===== config.mk =====
export PLATFORM = sky130hd
export DESIGN_NAME = mac_feeder
export DESIGN_NICKNAME = d
export VERILOG_FILES = /design/src/rtl/mac_feeder.sv
export SDC_FILE = /design/constraint.sdc
export NUM_CORES = 1
export LEC_CHECK = 0
export ABC_AREA = 0
export CAP_MARGIN = 20
export CORE_MARGIN = 4
export CORE_UTILIZATION = 39
export CTS_CLUSTER_DIAMETER = 200
export DETAILED_ROUTE_END_ITERATION = 16
export PLACE_DENSITY = 0.79
export SETUP_SLACK_MARGIN = 0.5
export SYNTH_ARGS = -nofsm -noshare
export SYNTH_HDL_FRONTEND = slang
export SYNTH_SLANG_ARGS = --single-unit

===== constraint.sdc =====
create_clock -name clk -period 1.7 [get_ports clk]
set_clock_uncertainty 0.15 [all_clocks]
set_input_delay 0.34 -clock clk [delete_from_list [all_inputs] [get_ports clk]]
set_output_delay 0.34 -clock clk [all_outputs]
set_load 0.02 [all_outputs]

===== src/rtl/mac_feeder.sv =====
// mac_feeder -- feeds operand beats into an external pipelined MAC accumulator
// and captures the running sum once the last product has drained through.
//
// Each vector runs through four phases: clear the accumulator (CLR), stream
// beats into it (ACCUM), wait for the MAC pipeline to settle (DRAIN), then
// present the captured dot product until the consumer takes it (HOLD).
//
// Handshakes (both sides): a transfer happens on a rising edge where valid and
// ready are both high. s_ready depends only on state; m_valid depends only on
// state and, once high, stays high with m_data/m_len/m_trunc stable until the
// transfer.
//
// Ports
//   clk, rst_n           clock, synchronous active-low reset
//   s_valid/s_ready      operand beat handshake
//   s_a, s_b             8-bit unsigned operands
//   s_last               final beat of a vector
//   mac_a, mac_b         registered operands to the MAC (zero when idle)
//   mac_sclr             registered synchronous clear to the MAC
//   mac_psum             20-bit running sum returned by the MAC
//   m_valid/m_ready      result handshake
//   m_data               captured dot product (mac_psum, unmodified)
//   m_len                number of beats in the captured vector
//   m_trunc              vector was cut at MAX_LEN without s_last
//   dbg_state            current FSM state, for observation only
module mac_feeder #(
  parameter int LAT     = 2,
  parameter int MAX_LEN = 16
) (
  input  logic        clk,
  input  logic        rst_n,
  input  logic        s_valid,
  output logic        s_ready,
  input  logic [7:0]  s_a,
  input  logic [7:0]  s_b,
  input  logic        s_last,
  output logic [7:0]  mac_a,
  output logic [7:0]  mac_b,
  output logic        mac_sclr,
  input  logic [19:0] mac_psum,
  output logic        m_valid,
  input  logic        m_ready,
  output logic [19:0] m_data,
  output logic [7:0]  m_len,
  output logic        m_trunc,
  output logic [1:0]  dbg_state
);

  typedef enum logic [1:0] {
    ST_CLR   = 2'd0,
    ST_ACCUM = 2'd1,
    ST_DRAIN = 2'd2,
    ST_HOLD  = 2'd3
  } state_t;

  localparam logic [3:0] CNT_CLR   = 4'(LAT - 1);
  localparam logic [3:0] CNT_DRAIN = 4'(LAT);
  localparam logic [7:0] LEN_MAX   = 8'(MAX_LEN);

  state_t      state_q,    state_d;
  logic [3:0]  cnt_q,      cnt_d;
  logic [7:0]  bcnt_q,     bcnt_d;
  logic        trunc_q,    trunc_d;
  logic [7:0]  mac_a_q,    mac_a_d;
  logic [7:0]  mac_b_q,    mac_b_d;
  logic        mac_sclr_q, mac_sclr_d;
  logic [19:0] m_data_q,   m_data_d;
  logic [7:0]  m_len_q,    m_len_d;
  logic        m_trunc_q,  m_trunc_d;
  logic [7:0]  bcnt_inc;

  assign bcnt_inc = bcnt_q + 8'd1;

  always_comb begin
    state_d    = state_q;
    cnt_d      = cnt_q;
    bcnt_d     = bcnt_q;
    trunc_d    = trunc_q;
    // Operands default to zero so that idle edges add nothing to the sum.
    mac_a_d    = 8'd0;
    mac_b_d    = 8'd0;
    mac_sclr_d = mac_sclr_q;
    m_data_d   = m_data_q;
    m_len_d    = m_len_q;
    m_trunc_d  = m_trunc_q;

    unique case (state_q)
      ST_CLR: begin
        // mac_sclr is registered, so it already reads 1 on entry; it drops on
        // the same edge that moves to ACCUM, giving exactly LAT clear cycles.
        if (cnt_q == 4'd0) begin
          state_d    = ST_ACCUM;
          bcnt_d     = 8'd0;
          mac_sclr_d = 1'b0;
        end else begin
          cnt_d      = cnt_q - 4'd1;
          mac_sclr_d = 1'b1;
        end
      end
      ST_ACCUM: begin
        mac_sclr_d = 1'b0;
        if (s_valid) begin
          mac_a_d = s_a;
          mac_b_d = s_b;
          bcnt_d  = bcnt_inc;
          if (s_last) begin
            state_d = ST_DRAIN;
            cnt_d   = CNT_DRAIN;
            trunc_d = 1'b0;
          end else if (bcnt_inc == LEN_MAX) begin
            state_d = ST_DRAIN;
            cnt_d   = CNT_DRAIN;
            trunc_d = 1'b1;
          end
        end
      end
      ST_DRAIN: begin
        // LAT+1 cycles: the last operand register needs LAT edges to reach
        // mac_psum, and the capture happens on the edge after that.
        if (cnt_q == 4'd0) begin
          state_d   = ST_HOLD;
          m_data_d  = mac_psum;
          m_len_d   = bcnt_q;
          m_trunc_d = trunc_q;
        end else begin
          cnt_d = cnt_q - 4'd1;
        end
      end
      ST_HOLD: begin
        if (m_ready) begin
          state_d    = ST_CLR;
          cnt_d      = CNT_CLR;
          mac_sclr_d = 1'b1;
        end
      end
      default: begin
        state_d = ST_CLR;
      end
    endcase
  end

  always_ff @(posedge clk) begin
    if (!rst_n) begin
      state_q    <= ST_CLR;
      cnt_q      <= CNT_CLR;
      bcnt_q     <= 8'd0;
      trunc_q    <= 1'b0;
      mac_a_q    <= 8'd0;
      mac_b_q    <= 8'd0;
      mac_sclr_q <= 1'b1;
      m_data_q   <= 20'd0;
      m_len_q    <= 8'd0;
      m_trunc_q  <= 1'b0;
    end else begin
      state_q    <= state_d;
      cnt_q      <= cnt_d;
      bcnt_q     <= bcnt_d;
      trunc_q    <= trunc_d;
      mac_a_q    <= mac_a_d;
      mac_b_q    <= mac_b_d;
      mac_sclr_q <= mac_sclr_d;
      m_data_q   <= m_data_d;
      m_len_q    <= m_len_d;
      m_trunc_q  <= m_trunc_d;
    end
  end

  assign s_ready   = (state_q == ST_ACCUM);
  assign m_valid   = (state_q == ST_HOLD);
  assign mac_a     = mac_a_q;
  assign mac_b     = mac_b_q;
  assign mac_sclr  = mac_sclr_q;
  assign m_data    = m_data_q;
  assign m_len     = m_len_q;
  assign m_trunc   = m_trunc_q;
  assign dbg_state = state_q;

endmodule


# Word level (Yosys, flattened, before mapping)
# Index checks and enable logic that the tools add are counted.
# classes
reduce_logical,13
n_eq_ne,10
add_sub_neg,2
mux,21
# ops
cell,count
$mux 4,5
$mux 8,2
$pmux 8 s2,1
$mux 2,6
$pmux 4 s3,1
$reduce_and 3->1,3
$add 8x1->8 const B,1
$eq 8x5->1 const B,1
$ne 2x2->1 const B,4
$pmux 2 s4,1
$reduce_and 5->1,1
$eq 2x2->1 const B,2
$logic_not 4->1,1
$mux 1,4
$reduce_and 2->1,2
$reduce_and 4->1,1
$reduce_bool 2->1,2
$sub 4x1->4 const B,1
$ne 3x1->1 const B,1
$pmux 1 s3,1
$reduce_bool 3->1,1
$eq 2x1->1 const B,1
$logic_not 2->1,1
$ne 2x1->1 const B,1
$reduce_or 2->1,1
# totals
wordCells,56
out_inout_bits,50
register_bits,61
input_bits,41

# Longest topological paths before layout
# Gate-level depths: netlist of run 1.
# logic_depth
depth_word,6
mapped_depth,9
mapped_depth_nobuf,7

# Least setup slack after synthesis of run 1
# OpenSTA, ideal clock, no wires.
# synth_path
kind,reg-to-reg
startpoint,reg state_q[0] (netlist: dbg_state[0])
endpoint,reg bcnt_q[5]
path_slack_ns,-0.485
stages_incl_launch_ff,9
required_time_ns,1.485
path_buffers,2
synth_period_minus_slack_ns,2.185
arrival_time_ns,1.970
path_cell_list,dfxtp_1 > ha_1 > clkbuf_1 > nand2_1 > a21o_1 > buf_6 > nor4_2 > a21oi_1 > nor2_1
# synth_via
elab_chain_len,3
# synth_lines
element,line,rtl
"start, declared",60,"state_t state_q, state_d;"
"start signal, assigned",155,state_q <= state_d;
$eq 2x1->1 (*),-,
named net s_ready,33,"output logic s_ready,"
$ne 2x2->1 (no source line) / $reduce_bool 2->1 (equally long branches),-,
$reduce_and 3->1 (no source line),-,
"end signal, assigned",157,bcnt_q <= bcnt_d;
"end, declared",62,"logic [7:0] bcnt_q, bcnt_d;"
# The timed path passes the listed nets; every way through them passes the cells marked *.
# A chain may end at the register's enable or synchronous reset.

# Worst setup path in the final report of run 1
# layout_path
startpoint,reg cnt_q[1]
endpoint,reg bcnt_q[3]
# layout_via
elab_chain_len,3
# layout_lines
element,line,rtl
"start, declared",61,"logic [3:0] cnt_q, cnt_d;"
"start signal, assigned",156,cnt_q <= cnt_d;
$logic_not 4->1,91,if (cnt_q == 4'd0) begin
$ne 2x2->1 (no source line),-,
$reduce_and 3->1 (no source line),-,
# No other way between the ends.

==> run metrics, run 1 <==
status finished, violations left; failing checks setup timing; crit-path max cell delay slightly above 0.4 ns; Clock transition at path regs roughly 0.070 ns; max-cap violations 0; reg-to-reg slack, setup -0.16 ns; Area Overhead vs Synth 99.4%; layout cells sized above 1 roughly three fifths; max-slew violation count 0; antenna viol nets, final 0; Post-synth top flop dfxtp_1; count leader, synth nand2_1; post-synth top area cell dfxtp_1; Slew @ Worst Pin around 0.32 ns; placed instance area ~3900 µm²; peak supply drop 0.971 mV; Setup crit start kind register; initial core utilization between 40% and 50%; 1st-iter DRT viols 190; I/O pin cnt just over 90; first-pass GRT wire length ~12 mm; Lkg Pwr 1.98 nW; pin count of the biggest net entering global routing 30; DRC 0; post-route setup slack -0.161 ns; H-Tree Depth 3; Commonest cells post-synth nand2_1, dfxtp_1, a21oi_1, and2_1, nor2_1; synth top area cells dfxtp_1, nand2_1, a21oi_1; # port buffers 90; nets 489; Critical Path Fanout Max 12; Total Routing Usage GR around a fifth; yosys warns 0; required time worst endpoint 1.83 ns; Setup TNS -1.49 ns; EDFF count, synth 0; Post-Synth XOR/XNOR Area 0%; vias per cell approximately 5.3; Setup crit end kind register; number of global-route vias before repair 2504; min cycle time layout 1.86 ns; cell area after synthesis between 2000 and 2500 µm²; WL per Instance approximately 18 µm; CTS tree yes; clk_lat worst skew roughly 0.34 ns; Worst Hold Class reg -> reg; Rows 28; # clock sinks between 60 and 70; Final HPWL DP a little under 5 mm; Synth top area share around half; cells after synthesis between 200 and 300; drt pass-1 iters 4; post-synthesis compound-gate area fraction between 10% and 20%; final worst-path cycle share 109%; total number of vias ~2.7k; adder-cell share of the synthesized area about 4.2%; Total Routed Length roughly 9.4 mm; unrepaired setup endpoints after global routing yes; Pwr per Cell Area ~1100 nW/µm²; kind of critical path reg -> reg; antenna violations before repair 0; Synth Net Count roughly 330; core box area 5960 µm²; TritonCTS Buffers 9; Post-Synth Simple-Gate Area approximately a quarter; Final Power 5.51 mW; worst-path cell chain inv_2 > ha_4 > or3b_4 > a21o_4 > nand2b_4 > a21boi_2 > o21a_1; design area between 4000 and 5000 µm²; RePlAce Congestion between 0.8 and 0.9; Slew HR 78.6%; Final Setup Violations 31; total grt overflow 0; Root Driver clkbuf_8; Max Fclk approximately 540 MHz; Async SR Flop Fraction 0%; clock buffer depth 2; # hold bufs at CTS 0; arrival time at the worst endpoint 1.99 ns; Mean Syn Cell Area approximately 8.5 µm²; Die X roughly 87 µm; die area around 7500 µm²; slowest CP cell or3b_4; mux contribution to synthesized area less than 1%; largest family of logic cells by synthesized area simple AND/OR/NAND/NOR gates; Final Hold Fails 0; Die Ht 86.5 µm; sequential area share after synthesis between 50% and 60%; Inserted Diodes 0; #FFs+latches synth between 60 and 70; Synth cell types 37
-- where the power goes --
part	total (mW)	internal [mW]	leakage [nW]	switching, mW
Clock	1.28	0.683	0.0975	0.594
Sequential	1.68	1.57	0.519	0.106
Combinational	2.55	1.36	1.37	1.20
Total	5.51	3.61	1.98	1.90
-- final timing paths --
check             from   endpoint  depth (start not counted)
max reg2reg   cnt_q[1]  bcnt_q[3]                          7
min          m_data[2]  m_data[2]                          2
min reg2reg  m_data[2]  m_data[2]                          2
max           cnt_q[1]  bcnt_q[3]                          7
-- worst max-delay path, delay by kind of cell, from the launching register on --
family | cells | cell delay [ns]
adder cells (fa/ha/maj) | 1 | 0.13
buffers and inverters | 1 | 0.07
AO/OA/AOI/OAI | 3 | 0.57
AND/OR/NAND/NOR | 2 | 0.57
flip-flops | 1 | 0.32
-- layout make-up --
cell class	instances	area, µm²
tap	75	93.8
sequential	61	1300
clock buffer	11	131
inverter	6	32.5
clock inverter	5	61.3
fill	301	1160
timing repair buffer	161	1640
multi-input combinational	201	1530
-- state kept, by name, summed over array words and instances, names as in the netlist --
register and flops:
bcnt_q 8, cnt_q 4, dbg_state 2, m_data 20, m_len 8, m_trunc 1
mac_a 8, mac_b 8, mac_sclr 1, trunc_q 1
-- through the flow --
step	util [%]	hold slack, ns	cells	setup slack (ns)
after global routing	80.5	0.326	520	-0.215
after global placement	64.9	0.289	473	-0.274
after floorplan	-	0.261	282	-0.130
after CTS	74.8	0.311	505	-0.107
final	80.5	0.310	520	-0.161
after detailed placement	64.9	0.295	473	-0.347
-- metal layers --
layer  share of wire, %  track usage [%]  up-vias
met5                  0                0        -
met3                5.8             3.71       27
met2                 52             35.0      103
met1                 39             23.8     1321
li1                   -                -     1279
met4                3.1             9.92        0
-- layout by cell type (no fill, tap or decap), drive strengths merged, types with 8 or more instances in the layout --
cell type        n
nand2           69
nor2            13
and2            17
clkbuf          14
clkdlybuf4s50   39
dfxtp           61
o21ai            8
buf            118
ha               8
a21oi           35
-- kinds of logic after synthesis --
| group | Yosys count |
|---|---|
| muxes | 2 |
| AOI/OAI and AO/OA | 65 |
| and+or+nand+nor | 126 |
| buffers and inverters | 20 |
| adders and majority gates | 8 |
| DFF | 61 |
-- timing repair --
action / CTS / global route
cloned: 0 / 4
setup endpoints to repair: 111 / 111
gates resized for setup: 385 / 46
pin swaps: 22 / 32
setup buffers: 16 / 11
Power figures use the tool's default switching activity.
==> run 2, diff against run 1 <==
- CORE_UTILIZATION: 39 -> 30
- PLACE_DENSITY: 0.79 -> 0.64
==> run 2 against run 1 <==
Net effect: the run still ends with setup timing left; wire length decreased by 7.8%; die area increased by 27%; global-route usage decreased by 5.2 points; hold slack about the same; combinational power increased by 10%; total power increased by 10%; non-clock buffer count increased by 6; cell count increased by 6.5%; critical path depth unchanged; setup slack improved by 0.048 ns; register-to-register slack improved by 0.05 ns; sequential power about the same; critical path type unchanged; critical endpoint is now bcnt_q[7]; largest cell class unchanged; largest power group unchanged.
==> run metrics, run 2 (synthesis results as in run 1) <==
commonest non-fill, non-tap cell in the layout buf_6; Max Fclk 551 MHz (+2.6%); post-route setup slack -0.113 ns (+0.0477 ns); max-cap violations 0 (unchanged); Lkg Pwr 2.00 nW (+0.87%); worst r2r src cnt_q[1]; highest routed layer met4; Pwr per Cell Area 1180 nW/µm² (+2.9%); total grt overflow 0 (unchanged); drt pass-1 iters 5 (+1); final worst-path cycle share 107% (-2.8 points); Setup crit start kind register; status finished, violations left; failing checks setup timing; Total Routed Length 8.69 mm (-7.8%); number of global-route vias before repair 2419 (-3.4%); fillers 600 (+99%); Die Ht 97.5 µm (+13%); RR Endpoint bcnt_q[7]; antenna violations before repair 0 (unchanged); 1st-iter DRT viols 47 (-75%); Final HPWL DP 4.86 mm (-1.9%); Area Overhead vs Synth 114%; Total Routing Usage GR 15.0% (-5.2 points); layout cells sized above 1 66.4% (+6.1 points); most frequent cells in the layout buf_6, buf_4, dfxtp_2, clkdlybuf4s50_1, nand2_1; clk_lat worst skew 0.34 ns (about the same); # clock sinks 61 (unchanged); TritonCTS Buffers 9 (unchanged); WL per Instance 15.7 µm (-13%); nets 496 (+1.4%); # hold bufs at CTS 0 (unchanged); Worst Hold Class reg -> reg; first-pass GRT wire length 11.8 mm (about the same); hold path start m_data[17]; core box area 7770 µm² (+30%); arrival time at the worst endpoint 1.89 ns (-0.10 ns); Util after Layout 66.1% (-14 points); hold endpoint m_data[17]; required time worst endpoint 1.78 ns (-0.05 ns); worst r2r path cells 7 (unchanged); placed instance area 3860 µm² (about the same); max reg flops 20 (unchanged); Inst Count DP 497 (+5.1%); design area 5140 µm² (+7.2%); H-Tree Depth 3 (unchanged); Slew @ Worst Pin 0.354 ns (+0.0334 ns); Slew HR 76.4% (-2.2 points); Die X 97.5 µm (+13%); wire length on met3 452 µm (-17%); CTS tree yes; met1 wire length 3.86 mm (+5.5%); peak supply drop 0.834 mV (-14%); RePlAce Congestion 0.820 (+1.7%); Final Power 6.07 mW (+10%); max-slew violation count 0 (unchanged); Clock transition at path regs 0.07 ns (about the same); Rows 32 (+14%); reg-to-reg slack, setup -0.11 ns (+0.05 ns); unrepaired setup endpoints after global routing yes; DRC 0 (unchanged); Final Hold Fails 0 (unchanged); hold path depth 2 (unchanged); Setup crit end kind register; kind of critical path reg -> reg; Final Setup Violations 14 (-55%); pin count of the biggest net entering global routing 30 (unchanged); hold slack 0.311 ns (+0.000457 ns); Root Driver clkbuf_8; die area 9510 µm² (+27%); met2 wire len 4.24 mm (-14%); vias per cell 4.76 (-9.3%); clock buffer depth 2 (unchanged); Critical Path Fanout Max 6 (-6); Inserted Diodes 0 (unchanged); antenna viol nets, final 0 (unchanged); register area 1310 µm² (+0.77%); initial core utilization 30.9% (-9.4 points); area of the multi-input gates 1700 µm² (+11%); I/O pin cnt 91 (unchanged); total number of vias 2639 (-3.3%); final std cells w/o fill 554 (+6.5%); # port buffers 90 (unchanged); min cycle time layout 1.81 ns (-0.0477 ns)
-- run 2: cell count changes in the layout (fill, tap and decap cells not counted), sizes merged --
| cell | before | now |
|---|---|---|
| a21o | 1 | 2 |
| buf | 118 | 123 |
| bufinv | 1 | 2 |
| clkbuf | 14 | 16 |
| clkinv | 4 | 1 |
| inv | 6 | 7 |
-- run 2: metrics by stage --
| step | worst slack, ns | setup TNS, ns |
|---|---|---|
| 3_5_place_dp | -0.364 | -5.34 |
| 2_1_floorplan | -0.130 | -0.904 |
| 4_1_cts | -0.109 | -0.616 |
| 3_3_place_gp | -0.294 | -4.01 |
| 5_1_grt | -0.195 | -2.74 |
| 6_report | -0.113 | -0.840 |
-- run 2: cell type report --
cell class	instances	area share (%)
clock buffer	12	3.46
clock inverter	4	1.44
inverter	6	0.585
multi-input combinational	202	33.1
sequential	61	25.4
tap	102	2.48
timing repair buffer	167	33.5
-- run 2: timing repair --
action / CTS / global route
setup endpoints to repair: 111 / 111
cloned: 1 / 6
resized for setup: 384 / 95
buffers inserted: 14 / 20
pin swaps: 22 / 59
hold endpoints to repair: 0 / 0
-- run 2: power breakdown --
| part | internal [mW] | switching [mW] |
|---|---|---|
| sequential | 1.56 | 0.0967 |
| combinational | 1.50 | 1.31 |
| clock | 1.01 | 0.598 |
-- run 2: worst max path at each step --
stage	cells past startpoint	startpoint	end
detailed placement	6	s_valid	cnt_q[0]
finish	7	cnt_q[1]	bcnt_q[7]
global route	7	cnt_q[1]	bcnt_q[6]
floorplan	7	cnt_q[0]	bcnt_q[7]
global placement	6	s_valid	bcnt_q[3]
CTS	7	cnt_q[1]	bcnt_q[7]
-- run 2: worst max-delay path, stage by stage (launching register included) --
cell and delay (ns):
dfxtp_2 0.32, inv_2 0.07, ha_4 0.13, or3b_4 0.42, a22oi_2 0.19, buf_4 0.17
nand2_2 0.05, o221a_4 0.20
-- run 2: metal layers --
metal	global-route usage [%]	up-vias
li1	-	1291
met1	18.8	1254
met2	24.4	80
met3	4.95	14
met4	4.79	0
met5	0	-
